<file path="src/rtl/hazard_detect_unit_pkg.sv">
// hazard_detect_unit_pkg: shared widths, the shadow-pipeline entry type and the source-match helper
//   REG_ADDR_LEN  register-file address width
//   shadow_t      in-flight {dest, wb, mr} record kept per stage
//   HAZ_BUBBLE    zeroed shadow entry inserted on stall, flush or invalid ID
//   src_match     producer in a stage writes a register the ID instruction reads
package hazard_detect_unit_pkg;
  localparam int REG_ADDR_LEN = 5;
  typedef struct packed {
    logic [REG_ADDR_LEN-1:0] dest;
    logic                    wb;
    logic                    mr;
  } shadow_t;
  localparam shadow_t HAZ_BUBBLE = '0;
  // R0 is hardwired, so a write to it never creates a dependency
  function automatic logic src_match(
    input shadow_t                 s,
    input logic [REG_ADDR_LEN-1:0] src1,
    input logic [REG_ADDR_LEN-1:0] src2,
    input logic                    uses_src2
  );
    return s.wb && s.dest != '0 && (s.dest == src1 || (uses_src2 && s.dest == src2));
  endfunction
endpackage

</file>
<file path="src/rtl/hazard_detect_unit_sat_counter.sv">
// sat_counter: performance counter that counts up on inc and holds at all-ones
//   clk, rst_n  clock and asynchronous active-low reset
//   inc         count this cycle
//   count       current value, never wraps
module sat_counter #(
  parameter int W = 16
) (
  input  logic         clk,
  input  logic         rst_n,
  input  logic         inc,
  output logic [W-1:0] count
);
  always_ff @(posedge clk or negedge rst_n)
    if (!rst_n) count <= '0;
    else if (inc && !(&count)) count <= count + 1'b1;
endmodule

</file>
<file path="src/rtl/hazard_detect_unit.sv">
// hazard_detect_unit: load-use/RAW hazard detection with branch-flush priority and stall/flush counters
//   id_*            ID-stage instruction fields (sources, dest, WB_EN, MEM_R_EN)
//   branch_taken    EXE resolved a taken branch; flushes IF-ID
//   forward_en      forwarding active: only load-use stalls remain
//   hazard_detected bubble the ID instruction; freeze mirrors it for PC/IF-ID
//   flush           clear IF-ID
//   stall_count     saturating count of stall cycles
//   flush_count     saturating count of flush cycles
module hazard_detect_unit #(
  parameter int REG_ADDR_LEN = hazard_detect_unit_pkg::REG_ADDR_LEN,
  parameter int CNT_W        = 16
) (
  input  logic                    clk,
  input  logic                    rst_n,
  input  logic                    id_valid,
  input  logic [REG_ADDR_LEN-1:0] id_src1,
  input  logic [REG_ADDR_LEN-1:0] id_src2,
  input  logic                    id_uses_src2,
  input  logic [REG_ADDR_LEN-1:0] id_dest,
  input  logic                    id_wb_en,
  input  logic                    id_mem_r_en,
  input  logic                    branch_taken,
  input  logic                    forward_en,
  output logic                    hazard_detected,
  output logic                    freeze,
  output logic                    flush,
  output logic [CNT_W-1:0]        stall_count,
  output logic [CNT_W-1:0]        flush_count
);
  import hazard_detect_unit_pkg::*;
  shadow_t exe, mem;
  logic match_exe, match_mem, raw_hazard;
  assign match_exe = src_match(exe, id_src1, id_src2, id_uses_src2);
  assign match_mem = src_match(mem, id_src1, id_src2, id_uses_src2);
  // With forwarding only a load in EXE is too late; without it, WB is covered by the write-first register file
  assign raw_hazard = forward_en ? match_exe && exe.mr : match_exe || match_mem;
  // A taken branch means the ID instruction is on the wrong path, so flush wins over stall
  assign flush           = rst_n && branch_taken;
  assign hazard_detected = rst_n && id_valid && raw_hazard && !branch_taken;
  assign freeze          = hazard_detected;
  // The bubble clears match_exe next cycle, which is what ends a stall
  always_ff @(posedge clk or negedge rst_n)
    if (!rst_n) begin
      exe <= HAZ_BUBBLE;
      mem <= HAZ_BUBBLE;
    end else begin
      mem <= exe;
      exe <= (hazard_detected || flush || !id_valid) ? HAZ_BUBBLE
                                                     : shadow_t'{id_dest, id_wb_en, id_mem_r_en};
    end
  sat_counter #(.W(CNT_W)) u_stall_cnt (.clk(clk), .rst_n(rst_n), .inc(hazard_detected), .count(stall_count));
  sat_counter #(.W(CNT_W)) u_flush_cnt (.clk(clk), .rst_n(rst_n), .inc(flush), .count(flush_count));
endmodule

</file>
<file path="config.mk">
export PLATFORM = sky130hd
export DESIGN_NAME = hazard_detect_unit
export DESIGN_NICKNAME = d
export VERILOG_FILES = /design/src/rtl/hazard_detect_unit_pkg.sv /design/src/rtl/hazard_detect_unit_sat_counter.sv /design/src/rtl/hazard_detect_unit.sv
export SDC_FILE = /design/constraint.sdc
export NUM_CORES = 1
export LEC_CHECK = 0
export CORE_MARGIN = 4
export CORE_UTILIZATION = 51
export CTS_CLUSTER_SIZE = 10
export DETAILED_ROUTE_END_ITERATION = 10
export PLACE_DENSITY = 0.86
export SKIP_CTS_REPAIR_TIMING = 1
export SYNTH_ARGS = -nofsm -noshare
export SYNTH_HDL_FRONTEND = slang
export SYNTH_SLANG_ARGS = --single-unit
</file>
<file path="constraint.sdc">
create_clock -name clk -period 3.86 [get_ports clk]
set_input_delay 1.158 -clock clk [delete_from_list [all_inputs] [get_ports clk]]
set_output_delay 1.158 -clock clk [all_outputs]
set_load 0.03 [all_outputs]
</file>
# ---- Word-level counts from Yosys, hierarchy flattened
# Cells that the tools add are included.
# W data, S select, Z words.
dict set report word_totals {
  ff_bits 45
  inputBits 23
  wordCells 41
}
dict set report classes {
  add_sub_neg 2
  eq_ne 4
  n_mux 2
  reduce_logical 26
}
# op count
set op_table {}
lappend op_table {{$add A16 B1 Y16 const B} 2}
lappend op_table {{$reduce_and A16 Y1} 2}
lappend op_table {{$eq A5 B5 Y1} 4}
lappend op_table {{$logic_and A1 B1 Y1} 13}
lappend op_table {{$reduce_bool A5 Y1} 2}
lappend op_table {{$mux W7} 1}
lappend op_table {{$logic_or A1 B1 Y1} 5}
lappend op_table {{$logic_not A1 Y1} 4}
lappend op_table {{$mux W1} 1}

# ---- Depth between registers and ports, before layout
dict set report logic_depth {
  word_depth 11
  ltp_mapped 9
  depth_no_buf 8
}

# ---- Cells and area by module
# From an unflattened synthesis, not the netlist that was laid out.
dict set report unflattened {
  hier_cells 214
  hier_area_um2 2377.3
}
# module n_inst cells_each area_each_um2 seq_area_each_um2
set modules_own_cells {}
lappend modules_own_cells {sat_counter 2 75 840.8 400.4}
lappend modules_own_cells {hazard_detect_unit 1 64 695.7 325.3}

# ---- Worst setup path before layout
# OpenSTA, ideal clock, no wires.
dict set report synth_timing {
  path_type {input to output}
  start {input id_src2[2]}
  end {output hazard_detected}
  t_arrival_ps 2981
  required_time_ps 2702
  setup_slack_ps -279
  stages 6
  path_buffers 1
  path_cell_list {xor2_1 -> nor4_2 -> a32oi_1 -> o22a_1 -> nor3_1 -> buf_4}
}
dict set report synth_between {
  elab_chain_len 8
  elab_cells_between_ends 13
}
# item line
set synth_rtl {}
lappend synth_rtl {{from (decl)} hazard_detect_unit.sv:17} ;# input logic [REG_ADDR_LEN-1:0] id_src2,
lappend synth_rtl {{$eq A5 B5 Y1} hazard_detect_unit_pkg.sv:21} ;# return s.wb && s.dest != '0 && (s.dest == src1 || (uses_src2 && s.dest == src2));
lappend synth_rtl {{$logic_and A1 B1 Y1} hazard_detect_unit_pkg.sv:21}
lappend synth_rtl {{$logic_or A1 B1 Y1} hazard_detect_unit_pkg.sv:21}
lappend synth_rtl {{$logic_and A1 B1 Y1} hazard_detect_unit_pkg.sv:21}
lappend synth_rtl {{$logic_or A1 B1 Y1 or $logic_and A1 B1 Y1 (tied branches)} hazard_detect_unit.sv:36} ;# assign raw_hazard = forward_en ? match_exe && exe.mr : match_exe || match_mem;
lappend synth_rtl {{$mux W1 (*)} hazard_detect_unit.sv:36}
lappend synth_rtl {{$logic_and A1 B1 Y1 (*) (2 in series)} hazard_detect_unit.sv:39} ;# assign hazard_detected = rst_n && id_valid && raw_hazard && !branch_taken;
lappend synth_rtl {{to (decl)} hazard_detect_unit.sv:24} ;# output logic hazard_detected,
# Every way passes the cells marked *; elsewhere a longest branch is shown, timed or not.

# ---- Worst setup path in the final report
dict set report layout_timing {
  start {input id_src2[3]}
  end {output hazard_detected}
}
# Same word-level chain as after synthesis.

==> summary.md <==
| Metric | Value |
|---|---|
| Vias | `around 1.5k` |
| Initial antenna violation count | `0` |
| Initial Utilization | `0.526` |
| Slew margin rel. | `0.627` |
| Crit path DAT | `2610 ps` |
| Standard-cell row count | `23` |
| Syn Inst Count | `roughly 180` |
| Flops & latches, synth | `45` |
| Ys async rst share | `1.00` |
| VDD IR max | `0.427 mV` |
| Final ANT Viol Nets | `0` |
| Sw Ratio | `0.304` |
| # IOs | `between 50 and 60` |
| Die height | `72.3 um` |
| CP Class | `in -> out` |
| H-tree depth | `2` |
| Register area share after synthesis | `0.535` |
| Slowest-stage cell, CP | `clkdlybuf4s50_1` |
| Internal power | `0.741 mW` |
| Filler instances | `293` |
| CTS root buf | `clkbuf_8` |
| Worst path bufs/invs | `2` |
| Yosys warnings | `0` |
| Final Non-Filler Cells | `297` |
| Via density | `just over 5` |
| Clock transition at path regs | `80 ps` |
| Pre-Repair DR Iteration Count | `4` |
| Max-slew violation count | `0` |
| Final HPWL DP | `3180 um` |
| Die area | `5220 um^2` |
| Crit path largest cell delay | `around 530 ps` |
| Outcome | `finished clean` |
| Ys flop type | `dfrtp_1` |
| First-pass GRT wire length | `7170 um` |
| Placed cell area | `~2700 um^2` |
| Clock share of power | `0.252` |
| Die W | `72.3 um` |
| Tcrit/Tclk final | `0.976` |
| Worst Path Required | `2700 ps` |
| Pwr per Cell Area | `between 300 and 400 nW/um^2` |
| WL final | `4450 um` |
| Final Util | `0.713` |
| All-layer global routing usage | `0.180` |
| Syn-to-layout area delta | `35.5%` |
| Final Skew | `5.41 ps` |
| Crit-path cells | `clkdlybuf4s50_1 > xnor2_1 > a32oi_1 > o22a_1 > nor3_4 > buf_6` |
| Vias in the first global route | `between 1.5k and 2k` |
| Slew @ Worst Pin | `556 ps` |
| Critical path's top delay family | `buffers and inverters` |
| Syn Std Cell Area | `2110 um^2` |
| Placed cells | `291` |
| Switching pwr | `0.324 mW` |
| Wirelength per Cell | `15.0 um` |
| Crit end category | `output pin` |
| Layout cell share with drive strength beyond 1 | `0.101` |
| Sum Neg Setup Slack | `0 ps` |
| Worst-Skew Late Latency | `290 ps` |
| CTS tree | `done` |
| Fin area | `2850 um^2` |
| Clock sinks | `45` |
| Static Leak | `1.34 nW` |
| Clk buf depth | `2` |
| Critical Path Source Type | `input port` |
| Min-Delay Path Class | `reg -> reg` |
| Routability congestion estimate | `0.896` |
| Synth Area per Inst | `11.6 um^2` |
| Final setup fails | `0` |
| Crit-path max FO | `3` |
| Synth cell types | `29` |
| Number of synthesized flops with an enable pin | `0` |
| Max_cap viols | `0` |
| Min cycle time layout | `3770 ps` |
| Input/output buffers | `57` |
| Final hold violation count | `0` |
| Syn Nets | `207` |
| RSZ-0062 raised after global routing | `no` |
| Combinational power share | `0.228` |
| # nets final | `273` |
| Core footprint | `4000 um^2` |
| Seq pwr share | `0.521` |
| Ant. Diodes | `0` |
| Gr ovfl total | `0` |
| Initial DRC count | `69` |
| DRC | `0` |
| Cts bufs inserted | `5` |
| Max frequency | `approximately 270 MHz` |
| Largest net degree at the start of global routing | `between 40 and 50` |
==> per-layer routing <==
layer / part of all wire / global-route usage / routed length [um]
met5: 0 / 0 / 0
met4: 0.025 / 0.0939 / 110
met3: 0.048 / 0.0374 / 212
met2: 0.49 / 0.280 / 2190
met1: 0.43 / 0.236 / 1930
==> path summary, 6_finish.rpt <==
check	start	endpoint	slack, ps	cells past startpoint
setup / recovery	id_src2[3]	hazard_detected	90	6
hold / removal	exe[1]	mem[1]	380	0
setup reg to reg	exe[4]	u_stall_cnt.count[1]	1500	8
hold reg to reg	exe[1]	mem[1]	380	0
max in group asynchronous	rst_n	u_flush_cnt.count[15]	2490	2
min in group asynchronous	rst_n	exe[2]	990	2
==> state kept, by name, indices dropped and copies added, names as in the netlist <==
name / cells
mem: 6
u_flush_cnt.count: 16
exe: 7
u_stall_cnt.count: 16
==> cell usage in the layout, fill, tap and decap left out, types with 7 or more instances in the layout <==
| cell type | netlist | routed |
|---|---|---|
| nor2_1 | 9 | 9 |
| nand4_1 | 10 | 10 |
| and2_1 | 7 | 7 |
| dfrtp_1 | 45 | 45 |
| nand2_1 | 16 | 16 |
| clkdlybuf4s50_1 | 0 | 44 |
| xor2_1 | 24 | 24 |
| dlymetal6s2s_1 | 0 | 9 |
| xnor2_1 | 26 | 26 |
| nand3_1 | 9 | 9 |
==> Yosys cell counts, types with 2 or more instances <==
| cell type | count | area, um^2 |
|---|---|---|
| nor3_1 | 4 | 20.0 |
| dfrtp_1 | 45 | 1130 |
| and3_2 | 4 | 30.0 |
| a32oi_1 | 2 | 17.5 |
| and3_1 | 3 | 18.8 |
| nand4_1 | 10 | 62.6 |
| xor2_1 | 24 | 210 |
| nand2_1 | 16 | 60.1 |
| nand3_1 | 9 | 45.0 |
| and2_1 | 7 | 43.8 |
| nor2_1 | 9 | 33.8 |
| and4_1 | 2 | 17.5 |
| ha_1 | 2 | 25.0 |
| xnor2_1 | 26 | 228 |
| inv_1 | 3 | 11.3 |
| or4_1 | 2 | 15.0 |
| mux2_2 | 2 | 22.5 |
==> kinds of logic after synthesis <==
| logic type | synth area share |
|---|---|
| compound gates | 0.0273 |
| xor+xnor | 0.208 |
| fa+ha+maj | 0.0119 |
| buf+inv | 0.0143 |
| flops | 0.535 |
| mux | 0.0107 |
| simple gates | 0.193 |
==> power by group through the flow <==
stage / Sequential (mW) / Clock (mW) / Combinational (mW)
2_1_floorplan: 0.617 / 0 / 0.0710
3_3_place_gp: 0.562 / 0 / 0.239
3_5_place_dp: 0.564 / 0 / 0.243
4_1_cts: 0.555 / 0.277 / 0.246
5_1_grt: 0.561 / 0.289 / 0.259
6_report: 0.555 / 0.268 / 0.242
==> final cells by class <==
type	instances	area, um^2	share of cell area
clock buffers	5	68.8	0.0241
multi-input cells	132	961	0.337
repair buffers	61	618	0.217
inverters	3	11.3	0.00395
flip-flops and latches	45	1130	0.395
well taps	50	62.6	0.0219
clock inverters	1	5.00	0.00175
==> metrics by stage <==
| stage | power [mW] | setup slack [ps] | hold slack (ps) |
|---|---|---|---|
| floorplan | 0.688 | 52.2 | 353 |
| global placement | 0.801 | -150 | 362 |
| detailed placement | 0.807 | -166 | 366 |
| CTS | 1.08 | -175 | 384 |
| global route | 1.11 | 1.11 | 387 |
| finish | 1.07 | 93.3 | 381 |
No activity file was read; power rests on OpenSTA's default activity.
